### src/rtl/di_term_pkg.sv
// di_term_pkg: shared state encoding, status codes and default read data for the DI terminal router.
package di_term_pkg;
  typedef enum logic [1:0] {ST_IDLE, ST_ACTIVE, ST_TIMEOUT, ST_PROTO} state_t;
  localparam logic [15:0] ERR_UNDEF   = 16'hFFFF;
  localparam logic [15:0] ERR_TIMEOUT = 16'hFFFE;
  localparam logic [15:0] ERR_PROTO   = 16'hFFFD;
  localparam logic [31:0] DEFAULT_DATA_RST = 32'hAAAAAAAA;
endpackage

### src/rtl/di_term_watchdog.sv
// di_term_watchdog: counts consecutive not-ready cycles and flags expiry on the TIMEOUT_CYCLES-th one.
module di_term_watchdog #(
  parameter int TIMEOUT_CYCLES = 1024
) (
  input  logic ifclk,
  input  logic resetb,
  input  logic inc,
  input  logic clr,
  output logic expire
);
  localparam int W = $clog2(TIMEOUT_CYCLES);
  logic [W-1:0] cnt;
  always_ff @(posedge ifclk or negedge resetb)
    if (!resetb) cnt <= '0;
    else if (clr) cnt <= '0;
    else if (inc) cnt <= cnt + 1'b1;
  assign expire = inc && !clr && cnt == W'(TIMEOUT_CYCLES - 1);
endmodule

### src/rtl/di_term_router.sv
// di_term_router: routes the DI register bus to one of NUM_TERMS terminals, with per-transaction
// terminal latching, watchdog timeout, protocol-error detection and statistics.
module di_term_router
  import di_term_pkg::*;
#(
  parameter int                      NUM_TERMS      = 4,
  parameter logic [NUM_TERMS*16-1:0] TERM_ADDRS     = {16'h0003, 16'h0002, 16'h0001, 16'h0000},
  parameter int                      TIMEOUT_CYCLES = 1024,
  parameter logic [31:0]             DEFAULT_DATA   = DEFAULT_DATA_RST
) (
  input  logic                      ifclk,
  input  logic                      resetb,
  input  logic [15:0]               di_term_addr,
  input  logic                      di_read_mode,
  input  logic                      di_write_mode,
  input  logic                      di_read,
  input  logic                      di_write,
  output logic                      di_read_rdy,
  output logic                      di_write_rdy,
  output logic [31:0]               di_reg_datao,
  output logic [15:0]               di_transfer_status,
  output logic [NUM_TERMS-1:0]      term_sel,
  input  logic [NUM_TERMS*32-1:0]   term_reg_datao,
  input  logic [NUM_TERMS-1:0]      term_read_rdy,
  input  logic [NUM_TERMS-1:0]      term_write_rdy,
  input  logic [NUM_TERMS*16-1:0]   term_transfer_status,
  output logic [15:0]               txn_count,
  output logic [7:0]                err_count,
  output logic                      timeout_flag
);
  localparam int IW = NUM_TERMS > 1 ? $clog2(NUM_TERMS) : 1;
  state_t state, state_nx;
  logic [IW-1:0] lat_idx, match_idx, sel_idx;
  logic lat_vld, lat_rd, match_vld, sel_vld, rdy_rel, wd_inc, expire, both_hi, both_lo, done;
  logic unused_strobes;
  assign unused_strobes = ^{di_read, di_write};
  always_comb begin
    match_idx = '0;
    match_vld = 1'b0;
    for (int i = NUM_TERMS - 1; i >= 0; i--)
      if (TERM_ADDRS[i*16 +: 16] == di_term_addr) begin
        match_idx = IW'(i);
        match_vld = 1'b1;
      end
  end
  assign both_hi = di_read_mode && di_write_mode;
  assign both_lo = !di_read_mode && !di_write_mode;
  assign rdy_rel = lat_rd ? term_read_rdy[lat_idx] : term_write_rdy[lat_idx];
  assign wd_inc  = state == ST_ACTIVE && lat_vld && !rdy_rel;
  di_term_watchdog #(.TIMEOUT_CYCLES(TIMEOUT_CYCLES)) u_wd (
    .ifclk  (ifclk),
    .resetb (resetb),
    .inc    (wd_inc),
    .clr    (!wd_inc),
    .expire (expire)
  );
  // The latched mode dropping ends the transaction, even if the other mode rises on the same cycle.
  always_comb begin
    state_nx = state;
    case (state)
      ST_IDLE:   state_nx = both_hi ? ST_PROTO : (di_read_mode || di_write_mode) ? ST_ACTIVE : ST_IDLE;
      ST_ACTIVE: state_nx = both_hi ? ST_PROTO : !(lat_rd ? di_read_mode : di_write_mode) ? ST_IDLE :
                            expire ? ST_TIMEOUT : ST_ACTIVE;
      default:   state_nx = both_lo ? ST_IDLE : state;
    endcase
  end
  assign done = state != ST_IDLE && state_nx == ST_IDLE;
  always_ff @(posedge ifclk or negedge resetb)
    if (!resetb) begin
      state        <= ST_IDLE;
      lat_idx      <= '0;
      lat_vld      <= 1'b0;
      lat_rd       <= 1'b0;
      txn_count    <= '0;
      err_count    <= '0;
      timeout_flag <= 1'b0;
    end else begin
      state <= state_nx;
      if (state == ST_IDLE && state_nx == ST_ACTIVE) begin
        lat_idx <= match_idx;
        lat_vld <= match_vld;
        lat_rd  <= di_read_mode;
      end
      if (done) txn_count <= txn_count + 1'b1;
      if (done && !(state == ST_ACTIVE && lat_vld) && err_count != 8'hFF) err_count <= err_count + 1'b1;
      if (state == ST_ACTIVE && state_nx == ST_TIMEOUT) timeout_flag <= 1'b1;
    end
  assign sel_idx = state == ST_IDLE ? match_idx : lat_idx;
  assign sel_vld = state == ST_IDLE ? match_vld : state == ST_ACTIVE && lat_vld;
  assign di_reg_datao = sel_vld ? term_reg_datao[sel_idx*32 +: 32] : DEFAULT_DATA;
  assign di_read_rdy  = !sel_vld || term_read_rdy[sel_idx];
  assign di_write_rdy = !sel_vld || term_write_rdy[sel_idx];
  assign di_transfer_status = sel_vld ? term_transfer_status[sel_idx*16 +: 16] :
                              state == ST_TIMEOUT ? ERR_TIMEOUT : state == ST_PROTO ? ERR_PROTO : ERR_UNDEF;
  assign term_sel = sel_vld ? NUM_TERMS'(1) << sel_idx : '0;
endmodule
### config.mk
export PLATFORM = sky130hd
export DESIGN_NAME = di_term_router
export DESIGN_NICKNAME = d
export VERILOG_FILES = /design/src/rtl/di_term_pkg.sv /design/src/rtl/di_term_watchdog.sv /design/src/rtl/di_term_router.sv
export SDC_FILE = /design/constraint.sdc
export NUM_CORES = 1
export LEC_CHECK = 0
export CORE_MARGIN = 10
export CORE_UTILIZATION = 34
export DETAILED_ROUTE_END_ITERATION = 7
export GPL_TIMING_DRIVEN = 0
export PLACE_DENSITY = 0.79
export SYNTH_ARGS = -nofsm -noshare
export SYNTH_HDL_FRONTEND = slang
export SYNTH_SLANG_ARGS = --single-unit
### constraint.sdc
create_clock -name ifclk -period 2.83 [get_ports ifclk]
set_input_delay 0.4245 -clock ifclk [delete_from_list [all_inputs] [get_ports ifclk]]
set_output_delay 0.4245 -clock ifclk [all_outputs]
set_load 0.02 [all_outputs]
== Word level (Yosys, flattened, before mapping) ==
Index checks and enable logic that the tools add are counted.
Operators by class
  shifts and indexed selects: 3
  mux-type cells: 33
  equality and inequality tests: 10
  reduce and logical (&&, ||, !) cells: 22
  magnitude comparators: 2
  add/subtract/negate cells: 3
Operator list (number)
  indexed part select 128 x 8 -> 32 bit: 1
  indexed part select 64 x 7 -> 16 bit: 1
  equality test 2 x 16 -> 1 bit, first input constant: 2
  two-way mux 32 bit: 1
  two-way mux 2 bit: 12
  adder 16 x 1 -> 16 bit, second input constant: 1
  equality test 1 x 16 -> 1 bit, first input constant: 1
  zero test 16 bit: 1
  two-way mux 16 bit: 1
  two-way mux 1 bit: 12
  adder 10 x 1 -> 10 bit, second input constant: 1
  equality test 10 bit, second input constant: 1
  logical AND 1 bit: 10
  two-way mux 10 bit: 1
  adder 8 x 1 -> 8 bit, second input constant: 1
  binary-select mux 1 bit (select 2 bit): 4
  != test 8 bit, second input constant: 1
  equality test 2 bit, second input constant: 3
  less-than comparator 2 x 3 -> 1 bit, second input constant: 2
  zero test 1 bit: 5
  equality test 2 x 1 -> 1 bit, second input constant: 2
  zero test 2 bit: 2
  two-way mux 4 bit: 1
  one-hot mux 2 bit (2 select lines): 1
  other kinds (3): 5
Word-level totals
  logic and storage cells: 81
  register bits: 41
  input port bits: 222
  output and inout port bits: 79

== Depth between registers and ports, before layout ==
Gate-level depths: netlist (run 1).
  depth after elaboration: 14
  depth in mapped cells: 8
  mapped depth without buffers: 5

== Hierarchy ==
From an unflattened synthesis (run 1), not the netlist that was laid out.
Second synthesis, totals
  cells, all modules: 382
  area total of the unflattened synthesis: 3295.7 µm²
By module, submodules not included
  di_term_router: cells an instance 334, times used 1, seq. area each 775.7 µm², area an instance 2782.7 µm²
  di_term_watchdog: cells an instance 48, times used 1, seq. area each 250.2 µm², area an instance 513.0 µm²

== Least setup slack after synthesis (run 1) ==
Ideal clock, no wire load.
  path type: input port to output port
  start: in di_term_addr[9]
  end: out di_transfer_status[14]
  stages on the path: 8
  path slack: 309 ps
  buffers on the path: 3
  arrival time: 2097 ps
  path through: nor4_2 and4_1 buf_2 a31oi_1 buf_4 buf_6 mux2i_1 o21ai_0
Between the ends
  longest elaborated chain between the ends: 8
  elaborated cells between the ends (all ways): 16
  classes of those cells: eq/ne (3); shift (1); mux (11); reduce/logical (1)
Ends and longest elaborated chain
  from (decl): RTL line di_term_router.sv:13  | input logic [15:0] di_term_addr,
  equality test 2 x 16 -> 1 bit: RTL line di_term_router.sv:41  | if (TERM_ADDRS[i*16 +: 16] == di_term_addr) begin
  two-way mux 2 bit (4 in series): RTL line di_term_router.sv:41
  two-way mux 2 bit: RTL line di_term_router.sv:88  | assign sel_idx = state == ST_IDLE ? match_idx : lat_idx;
  indexed part select 64 x 7 -> 16 bit: RTL line di_term_router.sv:93  | assign di_transfer_status = sel_vld ? term_transfer_status[sel_idx*16 +: 16] :
  two-way mux 16 bit (*): RTL line di_term_router.sv:93
  to (decl): RTL line di_term_router.sv:21  | output logic [15:0] di_transfer_status,
Mark *: on every way between the ends. The rest lies on a longest branch, timed or not.

== Final worst setup path (run 1) ==
  start: reg state[0]
  end: out di_reg_datao[21]
Between the ends
  longest elaborated chain between the ends: 4
  elaborated cells between the ends (all ways): 7
  classes of those cells: eq/ne (1); shift (1); mux (3); reduce/logical (2)
Ends and longest elaborated chain
  from (decl): RTL line di_term_router.sv:32  | state_t state, state_nx;
  from (signal assigned): RTL line di_term_router.sv:78  | state <= state_nx;
  zero test 2 bit / equality test 2 x 1 -> 1 bit (equally long branches): RTL line di_term_router.sv:88, di_term_router.sv:89
  two-way mux 2 bit / logical AND 1 bit (equally long branches): RTL line di_term_router.sv:88, di_term_router.sv:89
  indexed part select 128 x 8 -> 32 bit / two-way mux 1 bit (equally long branches): RTL line di_term_router.sv:90, di_term_router.sv:89
  two-way mux 32 bit (*): RTL line di_term_router.sv:90  | assign di_reg_datao = sel_vld ? term_reg_datao[sel_idx*32 +: 32] : DEFAULT_DATA;
  to (decl): RTL line di_term_router.sv:20  | output logic [31:0] di_reg_datao,
Marks and branches as above.

==> results of run 1 <==
==> final cells by class <==
class / count / share of cell area, %
buffer: 28 / 3.60
tap: 140 / 2.38
clock inverter: 3 / 0.306
multi-input combinational: 331 / 37.9
inverter: 3 / 0.153
timing repair buffer: 323 / 39.6
sequential: 41 / 13.9
clock buffer: 5 / 1.70
antenna: 10 / 0.340
==> synth_stat cells, types with 2 or more instances <==
library cell,count,area share [%]
mux2i_1,70,18
dfrtp_1,41,27
o21ai_1,29,3.8
nand2_1,27,2.6
a221oi_2,19,7.5
nor2_1,19,1.9
o22ai_1,17,2.8
xnor2_1,17,3.9
o21ai_0,14,1.8
a221oi_1,13,3.0
xor2_1,13,3.0
nand4_1,12,2.0
buf_2,10,1.3
buf_6,10,2.9
nand3_1,9,1.2
and3_1,7,1.1
and2_1,6,0.98
clkbuf_1,6,0.59
a21oi_1,4,0.52
nor2b_1,4,0.65
nor3b_1,4,0.78
a31oi_1,3,0.49
and4_1,3,0.69
ha_1,3,0.98
inv_1,3,0.29
mux2_2,3,0.88
nand2b_1,3,0.49
nand3b_1,3,0.59
a211o_1,2,0.46
a32oi_1,2,0.46
buf_4,2,0.39
nor3_1,2,0.26
nor4_4,2,1.1
o21a_1,2,0.39
==> routing by layer <==
layer / part of all wire (%) / up-vias / GRT usage (%)
met5: 0.25 / - / 0
met4: 1.9 / 8 / 5.36
met3: 11 / 33 / 12.2
met2: 50 / 224 / 44.4
met1: 37 / 2282 / 28.9
li1: - / 2227 / -
==> power by group <==
group	internal (W)	total, W	switching (W)
Clock	0.000326	0.000563	0.000237
Combinational	0.000527	0.000902	0.000375
Sequential	0.000668	0.000782	0.000114
==> stage by stage <==
stage / hold slack, ns / power [W] / area (µm²)
floorplan: 0.129 / 0.00108 / 3830
global placement: 0.454 / 0.00162 / 6970
detailed placement: 0.472 / 0.00165 / 6970
CTS: 0.295 / 0.00224 / 7250
global route: 0.348 / 0.00236 / 7360
finish: 0.264 / 0.00225 / 7370
==> kinds of logic after synthesis <==
group	synth area share [%]
mux	19.2
fa+ha+maj	0.981
compound gates	24.4
xor+xnor	6.87
buf+inv	5.76
flops	26.8
simple gates	16.0
==> worst max-delay path by stage <==
stage,start,end,cells past startpoint
finish,state[0],di_reg_datao[21],6
global route,state[0],di_reg_datao[21],6
CTS,state[1],di_transfer_status[8],8
detailed placement,di_term_addr[12],di_reg_datao[28],8
global placement,di_term_addr[12],di_reg_datao[28],8
floorplan,di_term_addr[9],di_transfer_status[14],8
==> registers in the layout (all words and copies together), names as in the netlist <==
name and count:
txn_count 16, err_count 8, timeout_flag 1, u_wd.cnt 10, lat_idx 2, state 2, lat_rd 1, lat_vld 1
==> what timing repair did <==
action | CTS | global route
setup endpoints to repair | 54 | 54
pin swaps | 10 | 12
hold buffers | 0 | 0
setup buffers | 11 | 11
gates resized for setup | 306 | 37
cloned | 4 | 0
==> critical path, stage by stage (launching register included) <==
cell      delay, ns
dfrtp_2        0.46
or2_4          0.29
o41a_1         0.59
buf_6          0.21
a221oi_2       0.25
o21ai_1        0.14
buf_4          0.18
==> impl_metrics.env, run 1 <==
export IMPL_status="complete, but fails checks"
export IMPL_violations="setup timing"
export IMPL_ioPinCount=301
export IMPL_start_util_pct=35.0
export IMPL_cts_num_sinks=41
export IMPL_fillers=873
export IMPL_first_pass_iters=5
export IMPL_cts_tree="done"
export IMPL_cts_inserted_buffers=5
export IMPL_max_slew_worst_pin_slew_ns=0.884
export IMPL_report_final_slew_viol_count=0
export IMPL_critPathKind="flip-flop to output pin"
export IMPL_root_buffer="clkbuf_16"
export IMPL_yosysUniqueCellTypes=55
export IMPL_yosys_warnings=0
export IMPL_skew_ns=0.00396
export IMPL_endpoint_kind="output pin"
export IMPL_synth_ff_type="dfrtp_1"
export IMPL_grt_pass1_wl_um=32700
export IMPL_hold_path_class="primary input to async pin"
export IMPL_dieArea_um2=15900
export IMPL_dp_slack_ns=-0.949
export IMPL_fmax_mhz=352
export IMPL_wl_per_cell_um=25.0
export IMPL_coreArea_um2=10900
export IMPL_drive_above_1_share_pct=24.1
export IMPL_cp_required_ns=2.41
export IMPL_worstSkewPairLatency_ns=0.28
export IMPL_num_rows=38
export IMPL_post_dp_hpwl_um=18100
export IMPL_synth_nets=630
export IMPL_multi_input_area_um2=2790
export IMPL_layoutNonFillerInstCount=884
export IMPL_syn_to_final_growth_pct=92.5
export IMPL_setup_tns_ns=-0.0120
export IMPL_htree_levels=2
export IMPL_start_kind="flip-flop"
export IMPL_synthCells=405
export IMPL_final_cell_mix="clkdlybuf4s50_1 (226), mux2i_1 (62), buf_2 (48)"
export IMPL_viasPerCell=5.40
export IMPL_final_common_cell="clkdlybuf4s50_1"
export IMPL_r2r_start="state[1]"
export IMPL_overflow=0
export IMPL_io_buffers=297
export IMPL_powerDensity_nw_per_um2=305
export IMPL_vias=4774
export IMPL_path_max_fanout=6
export IMPL_mappedNetlistArea_um2=3830
export IMPL_power_leakage_nw=3.27
export IMPL_r2r_end="state[0]"
export IMPL_fin_crit_ns=2.84
export IMPL_die_x_um=126
export IMPL_dp_cells=842
export IMPL_avgSynthCellArea_um2=9.45
export IMPL_final_core_util_pct=67.4
export IMPL_antenna_found_initial=14
export IMPL_setup_ws_ns=-0.0120
export IMPL_post_route_drc_count=0
export IMPL_seqCellArea_um2=1030
export IMPL_grt_max_degree=42
export IMPL_final_nets=958
export IMPL_clk_path_buf_depth=2
export IMPL_initialDrtViolationCount=361
export IMPL_ys_ff_latch=41
export IMPL_place_congestion=1.01
export IMPL_r2r_setup_slack_ns=0.57
export IMPL_final_hold_violation_count=0
export IMPL_path_clk_slew_ns=0.06
export IMPL_rsz0062_at_grt="true"
export IMPL_critPathArrivalTime_ns=2.42
export IMPL_ys_seq_area_share_pct=26.8
export IMPL_maxCapViolations=0
export IMPL_reg2regPathDepth=6
export IMPL_grt_usage_pct=26.0
export IMPL_slew_headroom_pct=41.1
export IMPL_synth_async_reset_ratio_pct=100
export IMPL_post_route_period_util_pct=100
export IMPL_antenna_left=0
export IMPL_totalWireLength_um=22100
export IMPL_setup_viol=1
export IMPL_die_h_um=126
export IMPL_synth_edf_count=0
export IMPL_peakVddDrop_v=0.000477
export IMPL_grt_pass1_vias=5094
Power figures use the tool's default switching activity.
==> run 2, diff against run 1 <==
==> constraint.sdc (replaced) <==
create_clock -name ifclk -period 2.83 [get_ports ifclk]
set_input_delay 0.566 -clock ifclk [delete_from_list [all_inputs] [get_ports ifclk]]
set_output_delay 0.566 -clock ifclk [all_outputs]
set_load 0.02 [all_outputs]
==> run 2 against run 1 <==
Compared with the run above:
- sequential share of layout area is 1.4 points lower
- the flow still finishes with violations (setup timing)
- critical path depth is 1 higher
- via count is 7.4% higher
- register-to-register slack better by 0.08 ns
- maximum frequency is 8.1% lower
- core utilization is 7.6 points higher
- clock skew is 0.0010 ns higher
==> impl_metrics.env, run 2 (synthesis results as in run 1) <==
export IMPL_start_kind="primary input"
export IMPL_first_pass_iters=5
export IMPL_setup_tns_ns=-5.43
export IMPL_final_hold_violation_count=0
export IMPL_final_core_util_pct=74.9
export IMPL_maxCapViolations=0
export IMPL_antenna_left=0
export IMPL_final_common_cell="clkdlybuf4s50_1"
export IMPL_drive_above_1_share_pct=32.2
export IMPL_overflow=0
export IMPL_path_max_fanout=5
export IMPL_post_route_drc_count=0
export IMPL_initialDrtViolationCount=379
export IMPL_largest_register_ffs=16
export IMPL_slowest_stage="o41a_1"
export IMPL_totalWireLength_um=24100
export IMPL_grt_pass1_wl_um=33800
export IMPL_die_h_um=126
export IMPL_fmax_mhz=323
export IMPL_coreArea_um2=10900
export IMPL_max_slew_worst_pin_slew_ns=0.894
export IMPL_skew_ns=0.00499
export IMPL_path_cells="buf_8 -> or4_4 -> o41a_1 -> buf_6 -> a221oi_4 -> o21ai_1 -> buf_4"
export IMPL_cts_num_sinks=41
export IMPL_hold_path_class="primary input to async pin"
export IMPL_wl_per_cell_um=26.4
export IMPL_cp_slowest_stage_delay_ns=0.59
export IMPL_rsz0062_at_grt="true"
export IMPL_critPathKind="primary input to output pin"
export IMPL_powerDensity_nw_per_um2=282
export IMPL_start_util_pct=35.0
export IMPL_worstSkewPairLatency_ns=0.28
export IMPL_path_clk_slew_ns=0.06
export IMPL_cts_tree="done"
export IMPL_ioPinCount=301
export IMPL_vias=5129
export IMPL_top_register="txn_count"
export IMPL_dieArea_um2=15900
export IMPL_io_buffers=297
export IMPL_place_congestion=1.01
export IMPL_cp_num_buf_inv=3
export IMPL_slew_headroom_pct=40.4
export IMPL_clk_path_buf_depth=2
export IMPL_reg_top3="txn_count (16), u_wd.cnt (10), err_count (8)"
export IMPL_antenna_found_initial=10
export IMPL_num_rows=38
export IMPL_peakVddDrop_v=0.000479
export IMPL_multi_input_area_um2=2990
export IMPL_r2r_start="lat_idx[0]"
export IMPL_grt_pass1_vias=5267
export IMPL_setup_viol=42
export IMPL_fin_crit_ns=3.09
export IMPL_cts_inserted_buffers=5
export IMPL_post_route_period_util_pct=109
export IMPL_setup_ws_ns=-0.262
export IMPL_grt_max_degree=42
export IMPL_hold_ws_ns=0.410
export IMPL_die_x_um=126
export IMPL_path_depth=7
export IMPL_grt_usage_pct=26.9
export IMPL_cp_required_ns=2.26
export IMPL_final_nets=990
export IMPL_crit_family="compound AO/OA/AOI/OAI gates"
export IMPL_seqCellArea_um2=1030
export IMPL_fillers=737
export IMPL_htree_levels=2
export IMPL_endpoint_kind="output pin"
export IMPL_violations="setup timing"
export IMPL_syn_to_final_growth_pct=114
export IMPL_viasPerCell=5.62
export IMPL_post_dp_hpwl_um=18100
export IMPL_reg2regPathDepth=6
export IMPL_report_final_slew_viol_count=0
export IMPL_status="complete, but fails checks"
export IMPL_final_cell_mix="clkdlybuf4s50_1 (226), buf_4 (64), mux2i_1 (51)"
export IMPL_crit_start="di_term_addr[10]"
export IMPL_totalPowerFinal_w=0.00231
export IMPL_power_leakage_nw=3.56
export IMPL_critPathArrivalTime_ns=2.53
export IMPL_root_buffer="clkbuf_16"
export IMPL_cts_hold_buf=0
## run 2: cell count changes in the layout (fill, tap and decap cells not counted), moves of 5 or more
| cell | change |
|---|---|
| a221oi_2 | +6 |
| clkbuf_2 | -6 |
| buf_4 | +30 |
| buf_12 | +9 |
| a221oi_1 | -7 |
| o22ai_1 | -5 |
| mux2i_2 | +8 |
| buf_2 | -30 |
| dlygate4sd2_1 | -5 |
| mux2i_1 | -11 |
| buf_6 | +25 |
## run 2: path summary, 6_finish.rpt
path | endpoint | slack (ns)
min reg2reg | timeout_flag | 0.48
max reg2reg | state[0] | 0.65
min | txn_count[5] | 0.41
min in group ifclk | timeout_flag | 0.48
max in group asynchronous | state[0] | 1.81
max | di_transfer_status[8] | -0.26
## run 2: layout make-up
type	instances	area share, %
antenna	7	0.214
buffer	28	3.74
clock buffer	5	1.53
clock inverter	3	0.275
inverter	3	0.137
multi-input combinational	331	36.5
sequential	41	12.5
tap	140	2.14
timing repair buffer	355	43.0
## run 2: routing by layer
metal	track usage (%)	part of all wire (%)	vias up
met5	0	0.23	-
met4	6.43	3.0	8
met3	11.4	11	62
met2	46.0	50	301
met1	30.4	36	2468
li1	-	-	2290
## run 2: worst reg2reg max path, stage by stage, from the launching register on
cell and delay, ns:
dfrtp_1 0.39, buf_2 0.28, mux2i_1 0.25, o22ai_1 0.11, or4_4 0.46, a2111oi_0 0.44, nor4_1 0.11
## run 2: where the power goes
part           internal, W  leakage [nW]  switching, W
sequential        0.000668         0.535      0.000111
clock             0.000326        0.0621      0.000232
combinational     0.000567          2.96      0.000404
## run 2: what timing repair did
item,4_1_cts,5_1_grt
setup endpoints to repair,54,54
pin swaps,33,33
gates cloned,8,3
setup buffers,28,23
resized for setup,415,85
## run 2: stage by stage
step	instances	worst slack, ns	cell area (µm²)
floorplan	405	0.0255	3830
global placement	842	-1.19	6970
detailed placement	842	-1.23	6970
CTS	885	-0.258	7720
global route	909	-0.306	8190
finish	913	-0.262	8200
